File: src/rtl/common_pkg.sv
`timescale 1ns/1ps
`default_nettype none
// =====================================================================
// Module   : common (package)
// Purpose  : Shared scalar types and divider FSM state encoding.
// Revision : 1.0
// =====================================================================
package common;
    typedef logic [63:0] u64;
    typedef logic [1:0]  u2;

    typedef enum u2 {
        IDLE = 2'd0,
        CALC = 2'd1,
        FIX  = 2'd2,
        DONE = 2'd3
    } div_state_t;

    localparam int WORD_BITS = 32;
endpackage
`default_nettype wire

File: src/rtl/div_step.sv
`timescale 1ns/1ps
`default_nettype none
// =====================================================================
// Module   : div_step
// Purpose  : One restoring radix-2 iteration (shift, trial-subtract).
// Revision : 1.0
// =====================================================================
module div_step #(
    parameter int XLEN = 64
) (
    input  logic [XLEN-1:0] i_rem,
    input  logic [XLEN-1:0] i_quo,
    input  logic [XLEN-1:0] i_divisor,
    output logic [XLEN-1:0] o_remNext,
    output logic [XLEN-1:0] o_quoNext
);
    logic [XLEN:0]   w_shifted;
    logic [XLEN-1:0] w_sub;
    logic            w_ge;

    always_comb begin
        w_shifted = {i_rem, i_quo[XLEN-1]};
        w_ge      = (w_shifted >= {1'b0, i_divisor});
        // When the trial succeeds the difference is below the divisor, so XLEN bits suffice.
        w_sub     = w_shifted[XLEN-1:0] - i_divisor;
        o_remNext = w_ge ? w_sub : w_shifted[XLEN-1:0];
        o_quoNext = {i_quo[XLEN-2:0], w_ge};
    end
endmodule
`default_nettype wire

File: src/rtl/div_ctrl.sv
`timescale 1ns/1ps
`default_nettype none
// =====================================================================
// Module   : div_ctrl
// Purpose  : Multi-cycle signed/unsigned divide/remainder with stall.
// Revision : 1.0
// =====================================================================
module div_ctrl
    import common::*;
#(
    parameter int XLEN = 64
) (
    input  logic            clk,
    input  logic            reset,
    input  logic            req,
    input  logic            flush,
    input  logic [XLEN-1:0] a,
    input  logic [XLEN-1:0] b,
    input  logic            sign,
    input  logic            want_rem,
    input  logic            cut,
    output logic            e_wait,
    output logic            done,
    output logic [XLEN-1:0] c
);
    localparam int CNT_W = $clog2(XLEN + 1);
    localparam logic [CNT_W-1:0] c_fullIters = CNT_W'(XLEN);
    localparam logic [CNT_W-1:0] c_wordIters = CNT_W'(WORD_BITS);

    div_state_t      r_state, w_nextState;
    logic [CNT_W-1:0] r_count;
    logic [XLEN-1:0] r_rem, r_quo, r_div, r_result;
    logic            r_negQ, r_negR, r_wantRem, r_cut;

    logic [XLEN-1:0] w_aExt, w_bExt, w_aAbs, w_bAbs, w_quoLoad, w_minNeg;
    logic [XLEN-1:0] w_specialResult, w_fixResult, w_stepRem, w_stepQuo;
    logic            w_aNeg, w_bNeg, w_divZero, w_overflow;

    function automatic logic [XLEN-1:0] fitWord(input logic [XLEN-1:0] val, input logic isWord);
        return isWord ? {{(XLEN-WORD_BITS){val[WORD_BITS-1]}}, val[WORD_BITS-1:0]} : val;
    endfunction

    // Operand preparation: word ops are widened first, then everything works on magnitudes.
    always_comb begin
        if (cut) begin
            w_aExt = {{(XLEN-WORD_BITS){sign & a[WORD_BITS-1]}}, a[WORD_BITS-1:0]};
            w_bExt = {{(XLEN-WORD_BITS){sign & b[WORD_BITS-1]}}, b[WORD_BITS-1:0]};
            w_minNeg = {{(XLEN-WORD_BITS+1){1'b1}}, {(WORD_BITS-1){1'b0}}};
        end else begin
            w_aExt = a;
            w_bExt = b;
            w_minNeg = {1'b1, {(XLEN-1){1'b0}}};
        end
        w_aNeg     = sign & w_aExt[XLEN-1];
        w_bNeg     = sign & w_bExt[XLEN-1];
        w_aAbs     = w_aNeg ? -w_aExt : w_aExt;
        w_bAbs     = w_bNeg ? -w_bExt : w_bExt;
        // A word dividend sits in the top bits so 32 shifts consume exactly its magnitude.
        w_quoLoad  = cut ? (w_aAbs << (XLEN - WORD_BITS)) : w_aAbs;
        w_divZero  = (w_bExt == '0);
        w_overflow = sign & (w_aExt == w_minNeg) & (&w_bExt);
        if (w_divZero)
            w_specialResult = fitWord(want_rem ? w_aExt : '1, cut);
        else
            w_specialResult = fitWord(want_rem ? '0 : w_aExt, cut);
        w_fixResult = fitWord(r_wantRem ? (r_negR ? -r_rem : r_rem)
                                        : (r_negQ ? -r_quo : r_quo), r_cut);
    end

    div_step #(.XLEN(XLEN)) u_step (
        .i_rem     (r_rem),
        .i_quo     (r_quo),
        .i_divisor (r_div),
        .o_remNext (w_stepRem),
        .o_quoNext (w_stepQuo)
    );

    always_ff @(posedge clk) begin
        if (!reset) r_state <= IDLE;
        else        r_state <= w_nextState;
    end

    always_comb begin
        w_nextState = r_state;
        if (flush) begin
            w_nextState = IDLE;
        end else begin
            case (r_state)
                IDLE: if (req) w_nextState = (w_divZero | w_overflow) ? DONE : CALC;
                CALC: if (r_count == CNT_W'(1)) w_nextState = FIX;
                FIX:  w_nextState = DONE;
                DONE: w_nextState = IDLE;
                default: w_nextState = IDLE;
            endcase
        end
    end

    always_comb begin
        done   = (r_state == DONE);
        c      = done ? r_result : '0;
        e_wait = req & (r_state != DONE) & ~flush;
    end

    always_ff @(posedge clk) begin
        if (!reset) begin
            r_count   <= '0;
            r_rem     <= '0;
            r_quo     <= '0;
            r_div     <= '0;
            r_result  <= '0;
            r_negQ    <= 1'b0;
            r_negR    <= 1'b0;
            r_wantRem <= 1'b0;
            r_cut     <= 1'b0;
        end else begin
            case (r_state)
                IDLE: begin
                    if (req && !flush) begin
                        r_count   <= cut ? c_wordIters : c_fullIters;
                        r_rem     <= '0;
                        r_quo     <= w_quoLoad;
                        r_div     <= w_bAbs;
                        r_negQ    <= w_aNeg ^ w_bNeg;
                        r_negR    <= w_aNeg;
                        r_wantRem <= want_rem;
                        r_cut     <= cut;
                        if (w_divZero || w_overflow) r_result <= w_specialResult;
                    end
                end
                CALC: begin
                    r_rem   <= w_stepRem;
                    r_quo   <= w_stepQuo;
                    r_count <= r_count - CNT_W'(1);
                end
                FIX: r_result <= w_fixResult;
                default: ;
            endcase
        end
    end
endmodule
`default_nettype wire

File: config.mk
export PLATFORM = sky130hd
export DESIGN_NAME = div_ctrl
export DESIGN_NICKNAME = d
export VERILOG_FILES = /design/src/rtl/common_pkg.sv /design/src/rtl/div_step.sv /design/src/rtl/div_ctrl.sv
export SDC_FILE = /design/constraint.sdc
export NUM_CORES = 1
export LEC_CHECK = 0
export BUFFER_PORTS_ARGS = -buffer_cell sky130_fd_sc_hd__buf_2
export CAP_MARGIN = 20
export CORE_ASPECT_RATIO = 1.1
export CORE_UTILIZATION = 60
export CTS_CLUSTER_DIAMETER = 80
export DETAILED_ROUTE_END_ITERATION = 10
export PLACE_DENSITY = 0.86
export SETUP_SLACK_MARGIN = 0.15
export SYNTH_ARGS = -nofsm -noshare
export SYNTH_HDL_FRONTEND = slang
export SYNTH_HIERARCHICAL = 1
export SYNTH_SLANG_ARGS = --single-unit
File: constraint.sdc
create_clock -name clk -period 5.5 [get_ports clk]
set_clock_uncertainty 0.2 [all_clocks]
set_input_delay 0.275 -clock clk [delete_from_list [all_inputs] [get_ports clk]]
set_output_delay 0.275 -clock clk [all_outputs]
set_load 0.02 [all_outputs]
==> reports/qor.yml <==
worst_setup_path:
  path_buf_inv: 0
  r2r-start: "r_rem[7]"
  crit_slowest_cell: "or4_1"
  cp-end-kind: "flip-flop"
  crit_fanout: 25
  max_stage_delay_ns: 0.86
  cp-startpoint: "r_rem[7]"
  crit_top_cell: "or4_1"
  path_delay_family: "simple AND/OR/NAND/NOR gates"
  critical_path_required_ns: 5.79
  path_cells: "or4_1, or4_1, or4_4, a21boi_2, o41a_2, o221ai_1, a32o_1"
  crit_type: "flip-flop to flip-flop"
  arrival_ns: 4.47
  cp-start-kind: "flip-flop"
final_layout:
  utilization_pct: 68.0
  drive_gt1_share_pct: 10.9
  syn_to_final_growth_pct: 11.0
  diodes: 0
  fin_nets: 3776
  final_area_mm2: 0.0275
synthesis:
  synth_top_area_share_pct: 21.7
  yosysWarnings: 6
  synth_edf_count: 0
  synth_ff_type: "dfxtp_1"
  netlist_instances: 3501
  syn_avg_cell_area_um2: 7.09
  synth_seq_cells: 269
  async_flop_share_pct: 0
  synth_area_mm2: 0.0248
  synthesis.nets: 3712
  synth_top_area_cell: "dfxtp_1"
  netlist_top_cells_area: "dfxtp_1 22%, a21oi_1 6.5%, nand2_1 6.0%"
  synth.most_common_cell: "nand2_1"
  seq_area_frac_synth_pct: 21.7
  ys_top_cells_by_count: "398 x nand2_1, 321 x a21oi_1, 269 x dfxtp_1, 233 x nor2_1, 222 x clkbuf_1"
  synth.distinct_cells: 110
detailed_routing:
  drtIter0Drc: 3876
  ant_nets: 0
  dr_total_vias: 27941
  drt-wirelength-per-cell_um: 22.8
  via_per_inst: 6.82
  wl_um: 93500
  remaining_drc_errors: 0
  drtPass1Iterations: 8
clock_tree:
  h-tree-depth: 1
  cts-root-buf: "clkbuf_16"
  post-cts-setup-buffers: 0
  clk_path_buf_depth: 3
  clk_latency_ns: 0.61
  clk_pin_slew_ns: 0.06
  cts_tree: "done"
  clock-sinks: 269
  cts_made_buffers: 30
power_and_ir_drop:
  p_total_mw: 6.11
  leakagePower_nw: 10.6
  power.density_mw_per_mm2: 222
  vdd_drop_max_v: 0.000241
floorplan:
  die_w_um: 196
  core_mm2: 0.0405
  io_pins: 201
  initial_core_util_pct: 61.3
  rows: 77
  dieHeight_um: 215
  fp.dieArea_mm2: 0.0422
sta:
  hold_viol: 0
  finalMaxSlewViolations: 0
  max_freq_ghz: 0.239
  layout_min_cycle_time_ns: 4.18
  worst_slew_pin_slew_ns: 1.06
  fin_crit_sh_pct: 76.0
  hold_ws_ns: 0.0129
  tns_ns: 0
  rsz0062_at_grt: "false"
  maxSlewHeadroom_pct: 29.2
  setup_viol: 0
placed_design:
  place_area_mm2: 0.0254
  hpwl_um: 67800
  gp_congestion: 1.07
  port_buffers: 200
global_route:
  grt_max_degree: 88
  grt.overflow.total: 0
  grt_antenna_before_repair: 1
  grt_pass1_vias: 25400
  grt_pass1_wl_um: 144000
  track_usage_pct: 42.8
outcome:
  status: "complete, no violations"
flow_run:
  cap_viol_max_count: 0
hold_path:
  worstHoldStart: "b[48]"
  hold_class: "input pin to flip-flop"
[kinds of logic after synthesis]
group,count (synthesis),synth area share (%)
DFF,269,21.7
adders and majority gates,83,4.14
AOI/OAI and AO/OA,1112,29.2
buffers and inverters,456,8.19
xor gates and xnor gates,273,9.64
muxes,42,1.92
and+or+nand+nor,1266,25.2
[final timing paths]
kind / endpoint / slack [ns] / cells after the start
min: r_div[48] / 0.01 / 4
min reg2reg: r_div[41] / 0.25 / 2
max reg2reg: r_result[53] / 1.32 / 7
max: r_result[53] / 1.32 / 7
[per-stage QoR]
step                      instances  worst slack [ns]
final                          4099              1.32
after global routing           4099              1.13
after CTS                      4098              1.39
after detailed placement       3944              1.37
after global placement         3942              1.46
after floorplan                3501              1.86
[worst min-delay path: cells and delay by family]
family                    cells  cell delay [ns]
buffers and inverters         1             0.15
xor gates and xnor gates      1             0.16
AOI/OAI and AO/OA             2             0.16
[per-layer routing]
metal	GRT usage [%]	share of wire (%)	up-vias
met1	55.1	38	12684
met5	0	0.0075	-
met3	8.38	12	389
met4	29.1	7.5	2
li1	-	-	12880
met2	64.6	42	1986
[cells in the final DEF, fill, tap and decap left out, drive strengths merged, types with 39 or more instances in the layout]
master | Yosys | layout
o41ai | 43 | 43
nand2 | 400 | 400
nor2 | 234 | 234
dfxtp | 269 | 269
nor4 | 69 | 69
a21oi | 323 | 323
or4 | 44 | 44
and2 | 79 | 79
nand4 | 53 | 53
nor3 | 109 | 109
xor2 | 124 | 124
o31ai | 65 | 65
a211oi | 46 | 46
o21ai | 259 | 259
buf | 102 | 255
dlygate4sd3 | 0 | 101
inv | 128 | 130
ha | 75 | 75
clkbuf | 222 | 39
or3 | 49 | 49
xnor2 | 149 | 149
o211ai | 53 | 53
a31oi | 57 | 57
nand3 | 123 | 123
[where the power goes]
part           switching, mW  internal, mW
combinational           1.13         0.607
clock                  0.897          1.31
sequential             0.130          2.04
[what timing repair did]
item / in CTS / in global routing
hold endpoints to repair: 99 / 0
hold buffers: 101 / 0
resized for setup: 0 / 0
setup endpoints to repair: 0 / 0
[layout make-up]
| class | instances | area [µm²] |
|---|---|---|
| clock buffer | 39 | 846 |
| clock inverter | 14 | 208 |
| fill | 3478 | 12900 |
| inverter | 132 | 505 |
| multi-input combinational | 2776 | 17500 |
| sequential | 269 | 5390 |
| tap | 513 | 642 |
| timing repair buffer | 356 | 2480 |
[state kept, by name, summed over array words and instances, names as in the netlist]
name and cells:
r_cut 1, r_rem 64, r_quo 64, r_negR 1
r_state 2, r_negQ 1, r_result 64, r_wantRem 1
r_div 64, r_count 7
(Power assumes the default switching activity.)
